==> src/rtl/vdp_super_pkg.sv <==
// Shared definitions for the super-resolution CPU write path:
// I/O port numbers, the reserved fetch window and the VRAM write entry.
package vdp_super_pkg;

   // cpu_port decode
   localparam logic [1:0] PORT_DATA     = 2'd0;
   localparam logic [1:0] PORT_ADDR_LO  = 2'd1;
   localparam logic [1:0] PORT_ADDR_MID = 2'd2;
   localparam logic [1:0] PORT_ADDR_HI  = 2'd3;

   // Horizontal positions whose VRAM slots belong to the fetch stage
   localparam logic [10:0] RESERVED_CX_LO = 11'd720;
   localparam logic [10:0] RESERVED_CX_HI = 11'd727;

   // One queued 16-bit VRAM write
   typedef struct packed {
      logic [16:0] addr;
      logic [15:0] data;
   } super_wr_entry_t;

   // Position of the next data byte inside the pixel being assembled
   typedef enum logic [1:0] {
      PH0 = 2'd0,
      PH1 = 2'd1,
      PH2 = 2'd2
   } phase_t;

   function automatic logic cx_reserved(input logic [10:0] cx_val);
      return (cx_val >= RESERVED_CX_LO) && (cx_val <= RESERVED_CX_HI);
   endfunction

endpackage

==> src/rtl/vdp_super_write_fifo.sv <==
// Small write queue: up to two pushes and one pop per clock, with a
// synchronous clear used to flush everything on a mode change.
module vdp_super_write_fifo
   import vdp_super_pkg::*;
#(
   parameter int FIFO_DEPTH = 4
)
(
   input  logic                        clk,
   input  logic                        reset,
   input  logic                        clear,
   input  logic [1:0]                  push_cnt,
   input  super_wr_entry_t             push_entry0,
   input  super_wr_entry_t             push_entry1,
   input  logic                        pop,
   output super_wr_entry_t             head,
   output logic [$clog2(FIFO_DEPTH):0] count
);

   localparam int PW = $clog2(FIFO_DEPTH);
   localparam int CW = PW + 1;

   super_wr_entry_t mem_reg [FIFO_DEPTH];
   logic [PW-1:0]   wr_ptr_reg;
   logic [PW-1:0]   rd_ptr_reg;
   logic [PW-1:0]   wr_ptr_plus1;
   logic [CW-1:0]   count_reg;
   logic [FIFO_DEPTH-1:0] we0;
   logic [FIFO_DEPTH-1:0] we1;

   assign wr_ptr_plus1 = wr_ptr_reg + PW'(1);

   // Per-slot write enables: first entry at wr_ptr, second entry right after it
   generate
      for (genvar gi = 0; gi < FIFO_DEPTH; gi++) begin : g_we
         assign we0[gi] = (push_cnt != 2'd0) && (wr_ptr_reg == PW'(gi));
         assign we1[gi] = (push_cnt == 2'd2) && (wr_ptr_plus1 == PW'(gi));
      end
   endgenerate

   // Storage array; contents need no reset since pointers gate visibility
   always_ff @(posedge clk) begin
      for (int i = 0; i < FIFO_DEPTH; i++) begin
         if (we0[i]) begin
            mem_reg[i] <= push_entry0;
         end else if (we1[i]) begin
            mem_reg[i] <= push_entry1;
         end
      end
   end

   // Pointer and occupancy bookkeeping; count moves by pushes minus pops
   always_ff @(posedge clk) begin
      if (reset || clear) begin
         wr_ptr_reg <= '0;
         rd_ptr_reg <= '0;
         count_reg  <= '0;
      end else begin
         wr_ptr_reg <= wr_ptr_reg + PW'(push_cnt);
         rd_ptr_reg <= rd_ptr_reg + PW'(pop);
         count_reg  <= count_reg + CW'(push_cnt) - CW'(pop);
      end
   end

   assign head  = mem_reg[rd_ptr_reg];
   assign count = count_reg;

endmodule

==> src/rtl/vdp_super_pixel_writer.sv <==
// CPU byte writes -> packed super_color / super_mid pixels -> 16-bit VRAM
// writes issued in the slots the super-res fetch stage leaves free.
module vdp_super_pixel_writer
   import vdp_super_pkg::*;
#(
   parameter int FIFO_DEPTH = 4
)
(
   input  logic        clk,
   input  logic        reset,
   input  logic        vdp_super,
   input  logic        super_color,
   input  logic        super_mid,
   input  logic [10:0] cx,
   input  logic        cpu_wr,
   input  logic [1:0]  cpu_port,
   input  logic [7:0]  cpu_data,
   output logic        vram_wr,
   output logic [16:0] vram_wr_addr,
   output logic [15:0] vram_wr_data,
   output logic        busy,
   output logic        overflow
);

   localparam int CW = $clog2(FIFO_DEPTH) + 1;

   logic [1:0]      mode_reg;
   logic            active;
   logic            mode_changed;
   logic            flush;
   logic            is_color;
   phase_t          phase_reg, phase_next;
   logic [16:0]     addr_reg, addr_next;
   logic            overflow_reg, overflow_next;
   logic [7:0]      stage0_reg;
   logic [7:0]      stage1_reg;
   logic            vram_wr_reg;
   logic [16:0]     vram_wr_addr_reg;
   logic [15:0]     vram_wr_data_reg;
   logic [CW-1:0]   count;
   logic [CW-1:0]   free_entries;
   logic [1:0]      need;
   logic [1:0]      push_cnt;
   logic            data_wr;
   logic            addr_wr;
   logic            completing;
   logic            accept;
   logic            pop;
   super_wr_entry_t push_entry0;
   super_wr_entry_t push_entry1;
   super_wr_entry_t head;

   // Any change of the mode bits while enabled flushes the whole path.
   assign active       = vdp_super & (super_color | super_mid);
   assign mode_changed = active & (mode_reg != {super_color, super_mid});
   assign flush        = reset | ~active | mode_changed;
   assign is_color     = super_color;

   assign data_wr    = cpu_wr & active & ~mode_changed & (cpu_port == PORT_DATA);
   assign addr_wr    = cpu_wr & active & ~mode_changed & (cpu_port != PORT_DATA);
   assign completing = data_wr & (is_color ? (phase_reg == PH2) : (phase_reg == PH1));

   // Room is judged on the registered count, ignoring any pop this cycle.
   assign free_entries = CW'(FIFO_DEPTH) - count;
   assign need         = is_color ? 2'd2 : 2'd1;
   assign accept       = completing & (free_entries >= CW'(need));
   assign push_cnt     = accept ? need : 2'd0;

   // super_color: {G,B} at addr, {00,R} at addr+1; super_mid: {high,low}
   assign push_entry0.addr = addr_reg;
   assign push_entry0.data = is_color ? {stage1_reg, cpu_data} : {cpu_data, stage0_reg};
   assign push_entry1.addr = addr_reg + 17'd1;
   assign push_entry1.data = {8'h00, stage0_reg};

   // Pop on the edge closing a cx[1:0]==01 cycle so vram_wr lands on the 10 slot
   assign pop = (cx[1:0] == 2'b01) & ~cx_reserved(cx) & (count != '0) & ~flush;

   vdp_super_write_fifo #(
      .FIFO_DEPTH (FIFO_DEPTH)
   ) u_fifo (
      .clk         (clk),
      .reset       (reset),
      .clear       (flush),
      .push_cnt    (push_cnt),
      .push_entry0 (push_entry0),
      .push_entry1 (push_entry1),
      .pop         (pop),
      .head        (head),
      .count       (count)
   );

   // Remember last cycle's mode bits to detect a switch
   always_ff @(posedge clk) begin
      mode_reg <= {super_color, super_mid};
   end

   // Next byte phase, write address and overflow flag
   always_comb begin
      phase_next    = phase_reg;
      addr_next     = addr_reg;
      overflow_next = overflow_reg;
      if (addr_wr) begin
         phase_next    = PH0;
         overflow_next = 1'b0;
         case (cpu_port)
            PORT_ADDR_LO:  addr_next[7:0]  = cpu_data;
            PORT_ADDR_MID: addr_next[15:8] = cpu_data;
            PORT_ADDR_HI:  addr_next[16]   = cpu_data[0];
            default: ;
         endcase
      end else if (data_wr) begin
         if (completing) begin
            if (accept) begin
               phase_next = PH0;
               addr_next  = addr_reg + 17'(need);
            end else begin
               overflow_next = 1'b1;
            end
         end else begin
            phase_next = (phase_reg == PH0) ? PH1 : PH2;
         end
      end
   end

   // Pixel assembly state, staging bytes and VRAM output registers
   always_ff @(posedge clk) begin
      if (flush) begin
         phase_reg        <= PH0;
         addr_reg         <= '0;
         overflow_reg     <= 1'b0;
         stage0_reg       <= '0;
         stage1_reg       <= '0;
         vram_wr_reg      <= 1'b0;
         vram_wr_addr_reg <= '0;
         vram_wr_data_reg <= '0;
      end else begin
         phase_reg    <= phase_next;
         addr_reg     <= addr_next;
         overflow_reg <= overflow_next;
         if (data_wr && !completing) begin
            if (phase_reg == PH0) begin
               stage0_reg <= cpu_data;
            end else begin
               stage1_reg <= cpu_data;
            end
         end
         vram_wr_reg <= pop;
         if (pop) begin
            vram_wr_addr_reg <= head.addr;
            vram_wr_data_reg <= head.data;
         end
      end
   end

   assign vram_wr      = vram_wr_reg;
   assign vram_wr_addr = vram_wr_addr_reg;
   assign vram_wr_data = vram_wr_data_reg;
   assign busy         = (free_entries < CW'(2));
   assign overflow     = overflow_reg;

endmodule

==> config.mk <==
export PLATFORM = sky130hd
export DESIGN_NAME = vdp_super_pixel_writer
export DESIGN_NICKNAME = d
export VERILOG_FILES = /design/src/rtl/vdp_super_pkg.sv /design/src/rtl/vdp_super_write_fifo.sv /design/src/rtl/vdp_super_pixel_writer.sv
export SDC_FILE = /design/constraint.sdc
export NUM_CORES = 1
export LEC_CHECK = 0
export ABC_CLOCK_PERIOD_IN_PS = 7900
export CORE_UTILIZATION = 30
export CTS_BUF_LIST = sky130_fd_sc_hd__clkbuf_2 sky130_fd_sc_hd__clkbuf_4 sky130_fd_sc_hd__clkbuf_8
export DETAILED_ROUTE_END_ITERATION = 10
export SLEW_MARGIN = 0
export SYNTH_ARGS = -nofsm -noshare
export SYNTH_HDL_FRONTEND = slang
export SYNTH_SLANG_ARGS = --single-unit
==> constraint.sdc <==
create_clock -name clk -period 7.9 [get_ports clk]
set_input_delay 1.185 -clock clk [delete_from_list [all_inputs] [get_ports clk]]
set_output_delay 1.185 -clock clk [all_outputs]
set_load 0.01 [all_outputs]
==> impl_results.md <==
- Core area: 34540 um2
- CP top delay family: buffers and inverters
- Internal: 0.001725 W
- Layout cell share with drive strength beyond 1: 0.1576
- WL met1: 12.26 mm
- Number of top-level pins: 63
- Syn Std Cell Area: 10560 um2
- DR top layer: met4
- FF+latch area: 5466 um2
- FF-to-FF Start: u_fifo.count[0]
- R2R setup slack: 4380 ps
- Largest net degree at the start of global routing: 68
- Total track usage: 0.1539
- Chip Width: 189.6 um
- Max incr delay on CP: 600 ps
- Postcts setup bufs: 0
- Worst hold endpoint: vram_wr_addr[4]
- Rows: 68
- Clock Latency Late Sink: 530 ps
- R2R cell count: 14
- WP data required: 8290 ps
- Clk sinks: 211
- Post-CTS sizing: 0
- Status: finished clean
- DR pass1 iterations: 5
- Layout Nets: 1022
- Final Hold Vio Count: 0
- Max frequency: 211.0 MHz
- Hold_sp: vram_wr_addr[4]
- Cts hold-fix bufs: 0
- Pins Over Slew Limit: 0
- Die Span Y: 189.6 um
- Top-count cell post-synth: edfxtp_1
- Crit-path cells: clkdlybuf4s50_1, buf_4, inv_1, ha_1, nor2b_1, o21ai_1, nand3_2, buf_4, nor2_1, ha_1, inv_1, fa_1, xnor2_1, xnor2_1, nor2_1
- Pleak: 3.766 nW
- Area after DPL: 11550 um2
- Post-synthesis sequential area ratio: 0.5177
- Placed cells: 1397
- Clk slew on worst S/H paths: 60 ps
- Final HPWL DP: 17.50 mm
- Type of the worst min-delay path: reg2reg
- WS Path Type: in2reg
- Synth async-reset ratio: 0
- First-pass GRT wire length: 43.28 mm
- Yosys warns: 0
- Post-detailed-route wirelength per cell: 18.68 um
- Max-slew headroom: 0.2049
- Number of distinct library cells after synthesis: 68
- Initial core utilization: 0.3056
- RSZ-0062 raised after global routing: no
- Antenna-violating nets left: 0
- Via Count: 7533
- Clock Path Buffers: 3
- Max capacitance violation total: 0
- Met3 Wirelength: 1.548 mm
- DIE AREA: 35940 um2
- Reg power frac: 0.523
- CTS H-tree depth: 2
- Synth area leader: edfxtp_1
- # diodes: 0
- DRC: 0
- Root buf cell: clkbuf_8
- Final setup TNS: 0 ps
- Number of flops mapped to enable cells by yosys: 124
- IO Port Bufs: 61
- Hold Path Depth: 2
- Critical Path AT: 5130 ps
- Period utilisation layout: 0.6000
- Multi-input logic area: 4733 um2
- Syn_nets: 983
- Area share of the largest cell type after synthesis: 0.3527
- FILL cells: 3484
- Final setup violation count: 0
- Num CTS Buffers: 37
- Switching Share: 0.2198
- Net Switching: 0.0004860 W
- Crit-path max FO: 47
- Transition time of the tightest slew-check pin: 1188 ps
- Final WL: 27.35 mm
- Synth area leaders: edfxtp_1 (35%), dfxtp_1 (16%), mux4_2 (7.0%), nand2_1 (3.8%), nor2_1 (3.2%)
- Drt via density: 5.145
- RePlAce Congestion: 0.8575
- Clock Skew: 12.23 ps
- Vias in the first global route: 7710
- DRT iter0 DRCs: 619
- CTS tree: done
- Pwr Density: 180.1 nW/um2
- Antenna violations before repair: 0
- Commonest cells post-synth: edfxtp_1 (124), nand2_1 (106), nor2_1 (90), dfxtp_1 (87), a21oi_1 (51)
- Gr ovfl total: 0
- Max reg flops: 132
- Seq cells post-synth: 211
- Final Cell Area: 12270 um2
- Logic pwr share: 0.029
- Fin crit period: 4740 ps
- Mapped Cells: 942
- Crit path buffers/inverters: 5
- Met2 WL: 13.01 mm
- R2r endpoint: u_fifo.count[2]
- Layout Area Growth over Synthesis: 16.26%
- Clock network power share: 0.448
- Max rail drop VDD: 0.08148 mV
- Critical path endpoint category: flop
- Critical path launch point type: input pin
- Syn avg cell area: 11.21 um2
- Non-Filler Instances: 1464
- Primary FF master, synth: edfxtp_1
- Critical-path top delay cell: o21ai_1
layout by cell type, fill, tap and decap left out, drive strengths merged, types with 5 or more instances in the layout:
cell type	synthesis	final
o21ai	18	18
clkdlybuf4s50	0	61
mux2	9	9
nor3	37	37
a32o	12	12
a31oi	10	10
o31ai	9	9
nand3	30	30
nor2	91	91
o211ai	5	5
and2	7	7
xor2	33	33
or2	5	5
clkinv	1	8
and3	5	5
nand2	106	106
o2bb2ai	16	16
a22oi	8	8
a211o	6	6
ha	12	12
nor4	5	5
mux4	33	33
a21oi	52	52
nor2b	5	5
mux2i	27	27
xnor2	21	21
inv	14	16
clkbuf	40	57
buf	36	15
dfxtp	87	87
a211oi	13	13
or3	10	10
nand4	9	9
edfxtp	124	124
nand2b	5	5
worst max path at each step:
stage / from / endpoint / slack (ps) / cells past startpoint
finish: super_color / u_fifo.count[2] / 3160 / 15
global route: super_color / u_fifo.count[2] / 2840 / 15
CTS: super_color / u_fifo.count[2] / 3120 / 15
detailed placement: super_color / u_fifo.count[2] / 2600 / 15
global placement: super_color / u_fifo.count[2] / 2590 / 15
floorplan: super_color / u_fifo.mem_reg[3][0] / 1980 / 10
worst reg2reg max path, delay by kind of cell, from the launching register on:
| kind | cells | cell delay, ps |
|---|---|---|
| compound gates | 1 | 610 |
| xor+xnor | 2 | 340 |
| fa+ha+maj | 4 | 1150 |
| buf+inv | 4 | 530 |
| flops | 1 | 310 |
| simple gates | 3 | 450 |
logic make-up (layout without fill, tap and decap cells):
logic type / Yosys count / after routing / share of synthesized area
fa+ha+maj: 14 / 14 / 0.01802
mux: 69 / 69 / 0.1056
simple gates: 330 / 330 / 0.1608
flops: 211 / 211 / 0.5177
buf+inv: 91 / 158 / 0.03828
compound gates: 173 / 173 / 0.1147
xor+xnor: 54 / 54 / 0.04480
routing by layer:
metal | track usage | up-vias
met1 | 0.2031 | 3665
met3 | 0.02417 | 39
met4 | 0.05335 | 0
met5 | 0 | -
li1 | - | 3577
met2 | 0.2558 | 252
area by class of cell:
cell class	count	share of cell area
Clock buffer	57	0.05475
Clock inverter	10	0.004282
Inverter	15	0.004588
Multi-Input combinational cell	640	0.3857
Sequential cell	211	0.4454
Tap cell	455	0.04639
Timing Repair Buffer	76	0.05893
through the flow:
stage               total power (W)  hold WS (ps)    util  setup WS (ps)
global route               0.002286         469.6  0.3553           2840
CTS                        0.002238         456.9  0.3553           3116
global placement           0.001243         443.0  0.3343           2588
floorplan                  0.001215         460.1       -           1984
finish                     0.002211         452.0  0.3553           3160
detailed placement         0.001244         448.6  0.3343           2600
power by group through the flow:
stage | combinational [W] | clock (W) | sequential, W
floorplan | 0.0000348 | 0 | 0.00118
global placement | 0.0000633 | 0 | 0.00118
detailed placement | 0.0000639 | 0 | 0.00118
CTS | 0.0000642 | 0.00102 | 0.00116
global route | 0.0000696 | 0.00106 | 0.00116
finish | 0.0000646 | 0.000989 | 0.00116
Note: power is estimated with default switching activity, not from simulation.
